**src/rtl/conc_trace_pkg.sv**
```systemverilog
// Shared types and helpers for the concolic trace capture block.
package conc_trace_pkg;

  localparam int SAMPLE_W = 5;

  // Bit positions inside the 5-bit sample word.
  localparam int OBS   = 4;
  localparam int LINE2 = 3;
  localparam int LINE1 = 2;
  localparam int OVF   = 1;
  localparam int OUTP  = 0;

  // Default field widths; the struct below describes the default entry layout.
  localparam int STAMP_W_DEF = 16;
  localparam int RUN_W_DEF   = 3;

  typedef struct packed {
    logic [STAMP_W_DEF-1:0] stamp;
    logic [RUN_W_DEF-1:0]   run;
    logic [SAMPLE_W-1:0]    sample;
  } trace_entry_t;

  // Assemble the sample word from the five observed lines.
  function automatic logic [SAMPLE_W-1:0] pack_sample(
    input logic obs,
    input logic line2,
    input logic line1,
    input logic ovf,
    input logic outp
  );
    logic [SAMPLE_W-1:0] s;
    s        = {SAMPLE_W{1'b0}};
    s[OBS]   = obs;
    s[LINE2] = line2;
    s[LINE1] = line1;
    s[OVF]   = ovf;
    s[OUTP]  = outp;
    return s;
  endfunction

endpackage

```
**src/rtl/conc_trace_fifo.sv**
```systemverilog
// Synchronous first-word-fall-through FIFO. Push is ignored while full unless
// a pop happens on the same edge; pop is ignored while empty. No drop accounting.
module conc_trace_fifo #(
  parameter int DEPTH = 16,
  parameter int WIDTH = 24
) (
  input  logic                       clock,
  input  logic                       reset,
  input  logic                       push,
  input  logic [WIDTH-1:0]           push_data,
  input  logic                       pop,
  output logic [WIDTH-1:0]           pop_data,
  output logic [$clog2(DEPTH+1)-1:0] count,
  output logic                       full,
  output logic                       empty
);

  localparam int AW = $clog2(DEPTH);
  localparam int CW = $clog2(DEPTH+1);

  logic [WIDTH-1:0] mem_r [DEPTH];
  logic [AW-1:0]    wr_ptr_r;
  logic [AW-1:0]    rd_ptr_r;
  logic [CW-1:0]    count_r;
  logic [CW-1:0]    count_next_s;
  logic             full_r;
  logic             empty_r;
  logic             pop_ok_s;
  logic             push_ok_s;

  assign pop_ok_s  = pop && !empty_r;
  assign push_ok_s = push && (!full_r || pop_ok_s);

  // Next occupancy from the accepted push/pop pair.
  always_comb begin
    count_next_s = count_r;
    case ({push_ok_s, pop_ok_s})
      2'b10:   count_next_s = count_r + CW'(1);
      2'b01:   count_next_s = count_r - CW'(1);
      default: count_next_s = count_r;
    endcase
  end

  // Pointers and registered status flags.
  always_ff @(posedge clock) begin
    if (!reset) begin
      wr_ptr_r <= {AW{1'b0}};
      rd_ptr_r <= {AW{1'b0}};
      count_r  <= {CW{1'b0}};
      full_r   <= 1'b0;
      empty_r  <= 1'b1;
    end else begin
      if (push_ok_s) wr_ptr_r <= wr_ptr_r + AW'(1);
      if (pop_ok_s)  rd_ptr_r <= rd_ptr_r + AW'(1);
      count_r <= count_next_s;
      full_r  <= (count_next_s == CW'(DEPTH));
      empty_r <= (count_next_s == {CW{1'b0}});
    end
  end

  // Storage array; contents need no reset because the pointers gate visibility.
  always_ff @(posedge clock) begin
    if (reset && push_ok_s) begin
      mem_r[wr_ptr_r] <= push_data;
    end
  end

  // Head is shown straight from the array, forced to zero when nothing is held.
  assign pop_data = empty_r ? {WIDTH{1'b0}} : mem_r[rd_ptr_r];
  assign count    = count_r;
  assign full     = full_r;
  assign empty    = empty_r;

endmodule

```
**src/rtl/conc_trace_capture.sv**
```systemverilog
// Per-cycle trace recorder: stamps each enabled sample and buffers it in a FIFO
// drained through a valid/ready port. Define CONC_TRACE_RLE_EN to coalesce
// repeated identical samples into one entry with a run length.
module conc_trace_capture
  import conc_trace_pkg::*;
#(
  parameter int DEPTH   = 16,
  parameter int STAMP_W = 16,
  parameter int RUN_W   = 3
) (
  input  logic                         clock,
  input  logic                         reset,
  input  logic                         cap_en,
  input  logic                         line1,
  input  logic                         line2,
  input  logic                         __obs,
  input  logic                         outp,
  input  logic                         overflw,
  output logic                         rd_valid,
  input  logic                         rd_ready,
  output logic [STAMP_W+RUN_W+4:0]     rd_data,
  output logic [$clog2(DEPTH+1)-1:0]   count,
  output logic                         full,
  output logic                         empty,
  output logic [15:0]                  dropped
);

  localparam int ENTRY_W = STAMP_W + RUN_W + SAMPLE_W;

  logic [SAMPLE_W-1:0] sample_s;
  logic [STAMP_W-1:0]  stamp_r;
  logic                push_s;
  logic [ENTRY_W-1:0]  push_data_s;
  logic                pop_s;
  logic                drop_s;
  logic [15:0]         dropped_r;
  logic                full_s;
  logic                empty_s;

  assign sample_s = pack_sample(__obs, line2, line1, overflw, outp);

  // Free-running cycle stamp; a capture uses the value before this edge's increment.
  always_ff @(posedge clock) begin
    if (!reset) stamp_r <= {STAMP_W{1'b0}};
    else        stamp_r <= stamp_r + STAMP_W'(1);
  end

`ifdef CONC_TRACE_RLE_EN
  localparam logic [RUN_W-1:0] RUN_MAX = {RUN_W{1'b1}};

  logic                pend_valid_r;
  logic [STAMP_W-1:0]  pend_stamp_r;
  logic [RUN_W-1:0]    pend_run_r;
  logic [SAMPLE_W-1:0] pend_sample_r;

  // Emit the pending run when it is broken, saturated, or capture stops.
  always_comb begin
    push_s      = 1'b0;
    push_data_s = {pend_stamp_r, pend_run_r, pend_sample_r};
    if (cap_en && pend_valid_r &&
        ((sample_s != pend_sample_r) || (pend_run_r == RUN_MAX))) begin
      push_s = 1'b1;
    end else if (!cap_en && pend_valid_r) begin
      push_s = 1'b1;
    end else begin
      push_s = 1'b0;
    end
  end

  // Pending run register: start, extend, restart after emission, or retire.
  always_ff @(posedge clock) begin
    if (!reset) begin
      pend_valid_r  <= 1'b0;
      pend_stamp_r  <= {STAMP_W{1'b0}};
      pend_run_r    <= {RUN_W{1'b0}};
      pend_sample_r <= {SAMPLE_W{1'b0}};
    end else if (cap_en) begin
      if (!pend_valid_r || push_s) begin
        pend_valid_r  <= 1'b1;
        pend_stamp_r  <= stamp_r;
        pend_run_r    <= {RUN_W{1'b0}};
        pend_sample_r <= sample_s;
      end else begin
        pend_run_r    <= pend_run_r + RUN_W'(1);
      end
    end else begin
      pend_valid_r <= 1'b0;
    end
  end
`else
  // Every enabled cycle becomes its own entry with a zero run length.
  always_comb begin
    push_s      = cap_en;
    push_data_s = {stamp_r, {RUN_W{1'b0}}, sample_s};
  end
`endif

  assign pop_s  = rd_valid && rd_ready;
  assign drop_s = push_s && full_s && !pop_s;

  // Count entries lost to a full buffer, sticking at the maximum.
  always_ff @(posedge clock) begin
    if (!reset) begin
      dropped_r <= 16'h0000;
    end else if (drop_s && (dropped_r != 16'hFFFF)) begin
      dropped_r <= dropped_r + 16'h0001;
    end else begin
      dropped_r <= dropped_r;
    end
  end

  conc_trace_fifo #(
    .DEPTH (DEPTH),
    .WIDTH (ENTRY_W)
  ) u_fifo (
    .clock     (clock),
    .reset     (reset),
    .push      (push_s),
    .push_data (push_data_s),
    .pop       (rd_ready),
    .pop_data  (rd_data),
    .count     (count),
    .full      (full_s),
    .empty     (empty_s)
  );

  assign rd_valid = !empty_s;
  assign full     = full_s;
  assign empty    = empty_s;
  assign dropped  = dropped_r;

endmodule

```
**config.mk**
```make
export PLATFORM = sky130hd
export DESIGN_NAME = conc_trace_capture
export DESIGN_NICKNAME = d
export VERILOG_FILES = /design/src/rtl/conc_trace_pkg.sv /design/src/rtl/conc_trace_fifo.sv /design/src/rtl/conc_trace_capture.sv
export SDC_FILE = /design/constraint.sdc
export NUM_CORES = 1
export LEC_CHECK = 0
export ABC_AREA = 1
export CORE_UTILIZATION = 40
export DETAILED_ROUTE_END_ITERATION = 12
export PLACE_DENSITY = 0.55
export SLEW_MARGIN = 15
export SYNTH_ARGS = -nofsm -noshare
export SYNTH_HDL_FRONTEND = slang
export SYNTH_SLANG_ARGS = --single-unit
```
**constraint.sdc**
```tcl
create_clock -name clock -period 5.6 [get_ports clock]
set_clock_uncertainty 0.2 [all_clocks]
set_input_delay 0.56 -clock clock [delete_from_list [all_inputs] [get_ports clock]]
set_output_delay 0.56 -clock clock [all_outputs]
set_load 0.01 [all_outputs]
```
==> parameters.txt, run 1 <==
Parameter                              Value

Worst setup path
  Slack of the worst reg-to-reg path ... 2.87 ns
  Endpoint arrival time on the critical path ... 3.59 ns
  Critical path buffer and inverter count ... 2
  Delay-heaviest family, CP ... buffers and inverters
  Launching element type of the critical path ... flop
  Req. time, crit path ... 4.84 ns
  Worst Path Class, Setup ... reg2out
  Largest stage delay on the critical path ... 0.75 ns
  Critical-path top delay cell ... buf_4
  Cell depth of the worst flop-to-flop path ... 8
  Startpoint of the worst-slack reg-to-reg timing path ... u_fifo.empty
  Critical Path Stages ... 6
  Endpoint kind of the worst setup timing path ... output port
  Reg2reg end ... u_fifo.mem_r[12][18]
  List of cells traversed by the critical path ... buf_4, o21ai_0, o211ai_1, nand3_1, a21oi_1, clkdlybuf4s50_1
  Largest fanout on the critical path ... 80

STA
  Min Tclk post-route ... 4.35 ns
  Final number of setup-violating endpoints ... 0
  Share of the clock period used by the worst path after layout ... 0.777
  Count of pins over their slew limit ... 0
  Worst slew pin tran ... 1.10 ns
  RSZ-0062 raised after global routing ... no
  Aggregate negative setup slack ... 0 ns
  Max Clock Freq ... 0.230 GHz
  Hold Violations, Final ... 0
  Worst slew margin ... 0.262

Yosys
  Instance count of the mapped netlist ... 1355
  Seq cells post-synth ... 387
  Mean post-synth cell area ... 11.7 um^2
  Cell area after technology mapping ... 15900 um^2
  Netlist cell types ... 34
  Share of the yosys chip area belonging to registers ... 0.701
  Synth warnings ... 0

Drt
  First drt pass iteration count ... 5
  Average wire per cell in the routed design ... 20.6 um
  Total via count in the routed design ... 10500
  1st-iter DRT viols ... 823
  DRC errors left ... 0
  Routed wire length ... 40400 um
  Average vias per placed instance ... 5.35
  Post-detailed-route count of antenna-violating nets ... 0

Cells and area
  Share of final-layout standard cells stronger than drive strength 1 ... 0.0842
  Flip-flop and latch area ... 11100 um^2
  Number of antenna cells inserted ... 0
  Fill cell instance count of the final layout ... 3532
  Area grow syn2layout ... 15.3%
  Net count, final ... 1421
  Multi-input logic area ... 4140 um^2
  Summed area of non-filler cells in the final layout ... 18300 um^2

Floorplan
  Initial core utilization ... 0.407
  Die Area ... 40400 um^2
  Core area ... 38900 um^2
  Number of top-level design ports ... 57
  Width of the die ... 201 um
  Chip height ... 201 um
  Site Rows ... 72

Placement
  Routability Congestion ... 0.795
  Post-Place Cell Area ... 16900 um^2
  Count of buffers from port buffering ... 53
  HPWL reported at the end of detailed placement ... 21200 um

Pwr
  Cell Pwr Density ... 374 nW/um^2
  VDD IR max ... 270 uV
  Static power due to leakage ... 5.77 nW

Clock network
  Sinks on Clock Net ... 387
  Insertion delay to the later sink of the worst-skew pair ... 0.56 ns
  Clock edge transition at the registers on the reported setup and hold paths ... 0.06 ns
  Number of resized instances in the post-cts repair step ... 0
  Number of buffers added by the clock tree synthesis step ... 43
  Clk root buf ... clkbuf_16
  H-tree Lvls ... 2
  Cts-stage hold buffer count ... 0
  Clk buf depth ... 3
  Number of setup buffers added after CTS ... 0
  TritonCTS clock tree ... yes

Job
  Max-cap violations ... 0

Min path
  Hold Path Depth ... 1
  Worst Min Path Start ... u_fifo.rd_ptr_r[3]
  Class of the most critical hold timing path ... reg2reg

Global route
  Overall overflow remaining after global route ... 0
  Initial antenna violation count ... 0
  Maximum number of pins on one net before global-route repair ... 166
  Via count of the first global-routing pass ... 10100
  First-pass GRT wire length ... 60800 um
  Global-route total usage across every layer ... 0.200

Run status
  Result of the run ... finished, final reports clean
-- registers in the layout (all words and copies together) (netlist names), named ones only --
register         count
u_fifo.mem_r       336
dropped             16
stamp_r             16
u_fifo.count         5
u_fifo.rd_ptr_r      4
u_fifo.wr_ptr_r      4
u_fifo.empty         1
u_fifo.full          1
-- placed cells by master (no fill, tap or decap), types with 14 or more instances in the layout --
master and n:
inv_1 52, a21oi_1 49, nor3_1 14, nand2_1 85
buf_4 26, o211ai_1 78, clkbuf_16 44, dfxtp_1 48
edfxtp_1 336, clkdlybuf4s50_1 53, nor2_1 288, o21ai_0 194
nand3_1 53
-- how the worst max path moves through the flow --
stage,endpoint,slack [ns],start
floorplan,u_fifo.mem_r[7][0],2.25,reset
global placement,rd_data[9],1.84,flop
detailed placement,rd_data[9],1.85,flop
CTS,rd_data[9],1.23,flop
global route,rd_data[9],1.13,flop
finish,rd_data[9],1.25,flop
-- report_power, final --
| part | total, mW | switching (mW) | internal [mW] |
|---|---|---|---|
| Combinational | 0.813 | 0.535 | 0.278 |
| Sequential | 3.20 | 0.0527 | 3.15 |
| Clock | 2.83 | 1.13 | 1.70 |
| Total | 6.85 | 1.72 | 5.13 |
-- logic make-up (layout without fill, tap and decap cells) --
logic type | after synthesis | in the layout | synth area share
xor gates and xnor gates | 9 | 9 | 0.00497
other | 1 | 3 | 0.000236
buffers and inverters | 136 | 216 | 0.0428
DFF | 387 | 387 | 0.701
adders and majority gates | 10 | 10 | 0.00789
AOI/OAI and AO/OA | 342 | 342 | 0.123
muxes | 1 | 1 | 0.000631
and+or+nand+nor | 469 | 469 | 0.120
-- cell usage after synthesis, drive strengths merged --
| cell type | count | share of area |
|---|---|---|
| a211oi | 1 | 0.00079 |
| nand4 | 8 | 0.0032 |
| nand3b | 1 | 0.00047 |
| o221ai | 3 | 0.0017 |
| edfxtp | 336 | 0.64 |
| clkbuf | 34 | 0.0082 |
| xor2 | 6 | 0.0033 |
| dfxtp | 51 | 0.064 |
| ha | 10 | 0.0079 |
| o21a | 2 | 0.00095 |
| o211ai | 81 | 0.039 |
| o21ai | 206 | 0.065 |
| or2 | 2 | 0.00079 |
| conb | 1 | 0.00024 |
| clkinv | 1 | 0.00024 |
| buf | 46 | 0.021 |
| nor3 | 24 | 0.0082 |
| nor2 | 296 | 0.070 |
| xnor2 | 3 | 0.0017 |
| nand2 | 85 | 0.020 |
| a21oi | 49 | 0.015 |
| inv | 55 | 0.013 |
| nand3 | 53 | 0.017 |
| mux2i | 1 | 0.00063 |
-- worst reg2reg max path, delay by kind of cell (launching register included) --
kind	cells	cell delay, ns
buffers and inverters	2	0.47
flip-flops	1	0.33
AND/OR/NAND/NOR	6	1.40
-- layer usage --
metal	global-route usage	up-vias	wire, um	share of wire
li1	-	4959	-	-
met1	0.269	5132	18200	0.45
met2	0.325	297	18800	0.47
met3	0.0355	67	2460	0.061
met4	0.0695	0	968	0.024
met5	0	-	0	0
-- metrics by stage --
stage / util / cells / setup slack (ns) / hold slack, ns / power (mW)
floorplan: - / 1357 / 2.25 / 0.212 / 3.78
global placement: 0.433 / 1875 / 1.84 / 0.235 / 4.07
detailed placement: 0.433 / 1875 / 1.85 / 0.233 / 4.07
CTS: 0.470 / 1955 / 1.23 / 0.245 / 6.91
global route: 0.470 / 1955 / 1.13 / 0.266 / 7.09
finish: 0.470 / 1955 / 1.25 / 0.251 / 6.85
-- cell type report --
class | count | area share
multi-input cells | 834 | 0.226
inverters | 56 | 0.0118
flip-flops and latches | 387 | 0.608
clock buffers | 60 | 0.0662
clock inverters | 20 | 0.0116
well taps | 518 | 0.0354
repair buffers | 80 | 0.0408
No activity file was read; power rests on OpenSTA's default activity.
==> run 2, diff against run 1 <==
==> constraint.sdc (replaced) <==
create_clock -name clock -period 4.4 [get_ports clock]
set_clock_uncertainty 0.2 [all_clocks]
set_input_delay 0.44 -clock clock [delete_from_list [all_inputs] [get_ports clock]]
set_output_delay 0.44 -clock clock [all_outputs]
set_load 0.01 [all_outputs]
==> run 2 against run 1 <==
Highest routed layer unchanged. Clock power is 30% higher. Core utilization is 0.41 points higher. Sequential power is 28% higher. Setup slack worse by 0.76 ns. Wire length is 0.47% lower. Non-clock buffer count is 12 higher. First-iteration DRC count is 9.6% lower.
==> parameters.txt, run 2 (synthesis gave the netlist of run 1 again) <==
Parameter                              Value

Global route
  Via count of the first global-routing pass ... 10300
  Maximum number of pins on one net before global-route repair ... 84
  Overall overflow remaining after global route ... 0
  Global-route total usage across every layer ... 0.202
  First-pass GRT wire length ... 61900 um
  Initial antenna violation count ... 0

Worst setup path
  Startpoint of the worst-slack reg-to-reg timing path ... u_fifo.empty
  End point of the critical path ... rd_data[23]
  Slack of the worst reg-to-reg path ... 1.76 ns
  Cell depth of the worst flop-to-flop path ... 8
  Worst Path Class, Setup ... reg2out
  Launching element type of the critical path ... flop
  Endpoint arrival time on the critical path ... 3.27 ns
  Reg2reg end ... u_fifo.mem_r[0][4]
  Endpoint kind of the worst setup timing path ... output port
  Req. time, crit path ... 3.76 ns
  Largest fanout on the critical path ... 48

Cells and area
  Most common cell after layout, fill and taps aside ... edfxtp_1
  Fill cell instance count of the final layout ... 3505
  Net count, final ... 1432
  Area grow syn2layout ... 16.4%
  Share of final-layout standard cells stronger than drive strength 1 ... 0.0934
  Max reg flops ... 336
  Multi-input logic area ... 4140 um^2
  Largest register by flop count ... u_fifo.mem_r
  Flip-flop and latch area ... 11100 um^2
  Most frequent cells in the layout ... 336 x edfxtp_1, 288 x nor2_1, 194 x o21ai_0

Floorplan
  Initial core utilization ... 0.407
  Core area ... 38900 um^2
  Width of the die ... 201 um
  Site Rows ... 72
  Number of top-level design ports ... 57
  Die Area ... 40400 um^2
  Chip height ... 201 um

Clock network
  Cts-stage hold buffer count ... 0
  Number of setup buffers added after CTS ... 0
  Sinks on Clock Net ... 387
  TritonCTS clock tree ... yes
  Number of resized instances in the post-cts repair step ... 0
  Insertion delay to the later sink of the worst-skew pair ... 0.54 ns
  Clk buf depth ... 3
  H-tree Lvls ... 2
  Clk root buf ... clkbuf_16
  Clock edge transition at the registers on the reported setup and hold paths ... 0.06 ns
  Number of buffers added by the clock tree synthesis step ... 42

Drt
  Routed wire length ... 40200 um
  1st-iter DRT viols ... 744
  DRC errors left ... 0
  First drt pass iteration count ... 5
  Average vias per placed instance ... 5.35
  Post-detailed-route count of antenna-violating nets ... 0
  Total via count in the routed design ... 10500
  Average wire per cell in the routed design ... 20.5 um

STA
  Hold Violations, Final ... 0
  Min Tclk post-route ... 3.91 ns
  Worst slew margin ... 0.214
  Max Clock Freq ... 0.256 GHz
  RSZ-0062 raised after global routing ... no
  Final number of setup-violating endpoints ... 0
  Share of the clock period used by the worst path after layout ... 0.888
  Final hold slack ... 0.257 ns
  Count of pins over their slew limit ... 0
  Aggregate negative setup slack ... 0 ns
  Worst slew pin tran ... 1.18 ns

Min path
  Class of the most critical hold timing path ... reg2reg
  Worst Min Path Start ... u_fifo.rd_ptr_r[3]

Run status
  Result of the run ... finished, final reports clean

Job
  Max-cap violations ... 0

Placement
  Routability Congestion ... 0.807
  Count of buffers from port buffering ... 53
  HPWL reported at the end of detailed placement ... 22400 um

Pwr
  VDD IR max ... 348 uV
  Total power consumption of the routed design ... 8.79 mW
  Cell Pwr Density ... 476 nW/um^2
  Static power due to leakage ... 5.87 nW
==> run 2: cell count changes in the layout (fill, tap and decap cells not counted), sizes merged <==
cell and delta:
buf +12, bufinv +3, clkbuf -9, clkinv -1
clkinvlp +4, diode +1, inv -1
==> run 2: how the worst min path moves through the flow <==
stage	to	slack (ns)	cells past startpoint
2_1_floorplan	flop	0.21	1
3_3_place_gp	u_fifo.rd_ptr_r[3]	0.23	1
3_5_place_dp	flop	0.25	1
4_1_cts	u_fifo.rd_ptr_r[3]	0.27	1
5_1_grt	u_fifo.rd_ptr_r[3]	0.29	1
6_report	u_fifo.rd_ptr_r[3]	0.26	1
==> run 2: area by class of cell <==
type,instances,share of cell area
clock buffer,51,0.0605
multi-input combinational,834,0.224
clock inverter,25,0.0176
tap,518,0.0351
sequential,387,0.603
timing repair buffer,92,0.0480
inverter,56,0.0117
antenna,1,0.000136
==> run 2: routing by layer <==
layer  vias to the layer above  global-route usage  wire, um
met5                         -                   0         0
met4                         0              0.0605       923
met3                        66              0.0272      2200
met2                       326               0.331     19000
met1                      5132               0.280     18000
li1                       4979                   -         -
==> run 2: worst max-delay path: stages (launching register included) <==
cell and delay (ns):
dfxtp_4 0.73, buf_4 0.39, nor2_1 0.09, nor2_1 0.08, o21ai_0 0.09, o211ai_1 0.10
o211ai_1 0.11, a21oi_1 0.47, clkdlybuf4s50_1 0.64
==> run 2: power by group <==
part	total (mW)	switching (mW)	internal, mW
Clock	3.67	1.44	2.23
Sequential	4.09	0.0849	4.01
Combinational	1.03	0.656	0.372
==> run 2: through the flow <==
step	cells	cell area [um^2]	setup WS [ns]	util
finish	1964	18500	0.492	0.474
global route	1963	18400	0.327	0.474
CTS	1963	18400	0.536	0.474
detailed placement	1887	17000	1.10	0.437
global placement	1887	17000	1.13	0.437
floorplan	1357	15900	1.17	-
==> run 3, diff against run 2 <==
--- a/config.mk
+++ b/config.mk
@@ -9,6 +9,7 @@
 export CORE_UTILIZATION = 40
 export DETAILED_ROUTE_END_ITERATION = 12
 export PLACE_DENSITY = 0.55
+export REMOVE_ABC_BUFFERS = 1
 export SLEW_MARGIN = 15
 export SYNTH_ARGS = -nofsm -noshare
 export SYNTH_HDL_FRONTEND = slang
==> run 3 against run 2 <==
First-iteration DRC count rose by 28%. Flip-flop and latch count unchanged. Final area fell by 1.8%. Critical path type unchanged. Setup slack gained 0.072 ns. Fmax increased by 1.9%. Global-route usage down 0.83 points. Total power down 6.1%. Core utilization decreased by 0.84 points. Wire length shrank 3.2%. Sequential share of layout area increased by 1.1 points. Largest cell class unchanged.
==> parameters.txt, run 3 (synthesis gave the netlist of run 1 again) <==
Parameter                              Value

Cells and area
  Area grow syn2layout ... 14.3%
  Net count, final ... 1421
  Most frequent cells in the layout ... 336 x edfxtp_1, 288 x nor2_1, 194 x o21ai_0
  Share of final-layout standard cells stronger than drive strength 1 ... 0.0760
  Max reg flops ... 336
  Number of antenna cells inserted ... 0
  Largest register by flop count ... u_fifo.mem_r
  Non-Filler Instances ... 1953
  Most common cell after layout, fill and taps aside ... edfxtp_1
  Fin util ... 0.466

STA
  Share of the clock period used by the worst path after layout ... 0.872
  Final number of setup-violating endpoints ... 0
  Max Clock Freq ... 0.261 GHz
  Final hold slack ... 0.280 ns
  Worst slew margin ... 0.259
  Hold Violations, Final ... 0
  Min Tclk post-route ... 3.84 ns
  Setup slack after layout ... 0.563 ns
  RSZ-0062 raised after global routing ... no
  Count of pins over their slew limit ... 0
  Worst slew pin tran ... 1.11 ns
  Aggregate negative setup slack ... 0 ns

Pwr
  Net switching power of the design ... 2.10 mW
  Relative contribution of sequential cells to total power ... 0.496
  VDD IR max ... 270 uV
  Internal power component ... 6.15 mW
  Switching portion of total power ... 0.255
  Cell Pwr Density ... 455 nW/um^2
  Static power due to leakage ... 5.70 nW
  Clock Power Share ... 0.385
  Combinational cell fraction of total power ... 0.120

Drt
  1st-iter DRT viols ... 950
  Average vias per placed instance ... 5.30
  DRC errors left ... 0
  Post-detailed-route count of antenna-violating nets ... 0
  Average wire per cell in the routed design ... 19.9 um
  First drt pass iteration count ... 5
  Routed wire length ... 38900 um
  Total via count in the routed design ... 10400

Min path
  Class of the most critical hold timing path ... reg2reg

Placement
  Worst slack, placed ... 1.09 ns
  Routability Congestion ... 0.845
  Count of placed standard cells including taps ... 1876
  HPWL reported at the end of detailed placement ... 19500 um
  Count of buffers from port buffering ... 53

Global route
  Overall overflow remaining after global route ... 0
  Maximum number of pins on one net before global-route repair ... 113
  Global-route total usage across every layer ... 0.194
  First-pass GRT wire length ... 59700 um
  Initial antenna violation count ... 0
  Via count of the first global-routing pass ... 10100

Floorplan
  Width of the die ... 201 um
  Chip height ... 201 um
  Core area ... 38900 um^2
  Site Rows ... 72
  Die Area ... 40400 um^2
  Number of top-level design ports ... 57
  Initial core utilization ... 0.407

Clock network
  Number of resized instances in the post-cts repair step ... 0
  TritonCTS clock tree ... yes
  Cts-stage hold buffer count ... 0
  H-tree Lvls ... 2
  Clk buf depth ... 3
  Clock edge transition at the registers on the reported setup and hold paths ... 0.06 ns
  Clk root buf ... clkbuf_16
  Sinks on Clock Net ... 387
  Number of setup buffers added after CTS ... 0
  Insertion delay to the later sink of the worst-skew pair ... 0.56 ns
  Number of buffers added by the clock tree synthesis step ... 42

Run status
  Result of the run ... finished, final reports clean

Worst setup path
  Largest stage delay on the critical path ... 0.58 ns
  Launching element type of the critical path ... flop
  Req. time, crit path ... 3.76 ns
  Largest fanout on the critical path ... 76
  Cell repeated most along the worst path ... o211ai_1
  List of cells traversed by the critical path ... inv_6, buf_4, o21ai_0, o211ai_1, o211ai_1, a21oi_1, clkdlybuf4s50_1
  Critical-path top delay cell ... clkdlybuf4s50_1
  Endpoint arrival time on the critical path ... 3.20 ns
  Endpoint kind of the worst setup timing path ... output port
  Worst Path Class, Setup ... reg2out

Job
  Max-cap violations ... 0
run 3: cell types whose count changed in the layout (fill, tap and decap cells not counted), sizes merged:
cell and delta:
clkinv +6, buf -11, diode -1, clkbuf +6
bufinv -7, clkinvlp -3, inv -1
run 3: cell type report:
cell class	instances	area (um^2)
fill	3564	20800
sequential	387	11100
multi-input combinational	834	4150
clock buffer	57	1120
timing repair buffer	81	766
tap	518	648
inverter	56	215
clock inverter	20	110
run 3: power by group through the flow:
stage               sequential, mW  combinational [mW]  clock, mW
floorplan                     4.21               0.523          0
global placement              4.17               0.988          0
detailed placement            4.17               0.995          0
CTS                           4.09                1.00       3.24
global route                  4.10                1.11       3.38
finish                        4.09               0.989       3.17
run 3: final timing paths:
| check | startpoint | endpoint | slack [ns] | depth (start not counted) |
|---|---|---|---|---|
| max | flop | rd_data[18] | 0.56 | 7 |
| max reg2reg | u_fifo.empty | u_fifo.mem_r[8][19] | 1.76 | 7 |
| min reg2reg | u_fifo.rd_ptr_r[3] | u_fifo.rd_ptr_r[3] | 0.28 | 1 |
| min | u_fifo.rd_ptr_r[3] | u_fifo.rd_ptr_r[3] | 0.28 | 1 |
run 3: worst max-delay path, delay by kind of cell (launching register included):
kind	cells	cell delay, ns
compound gates	4	0.56
flops	1	0.53
buf+inv	3	1.48
run 3: metrics by stage:
step | area [um^2] | power (mW)
global route | 18100 | 8.59
CTS | 18100 | 8.33
detailed placement | 16900 | 5.16
finish | 18100 | 8.25
global placement | 16900 | 5.15
floorplan | 15400 | 4.73
run 3: metal layers:
layer | track usage | part of all wire
met1 | 0.276 | 0.47
met2 | 0.308 | 0.46
met3 | 0.0301 | 0.057
met4 | 0.0540 | 0.019
met5 | 0 | 0
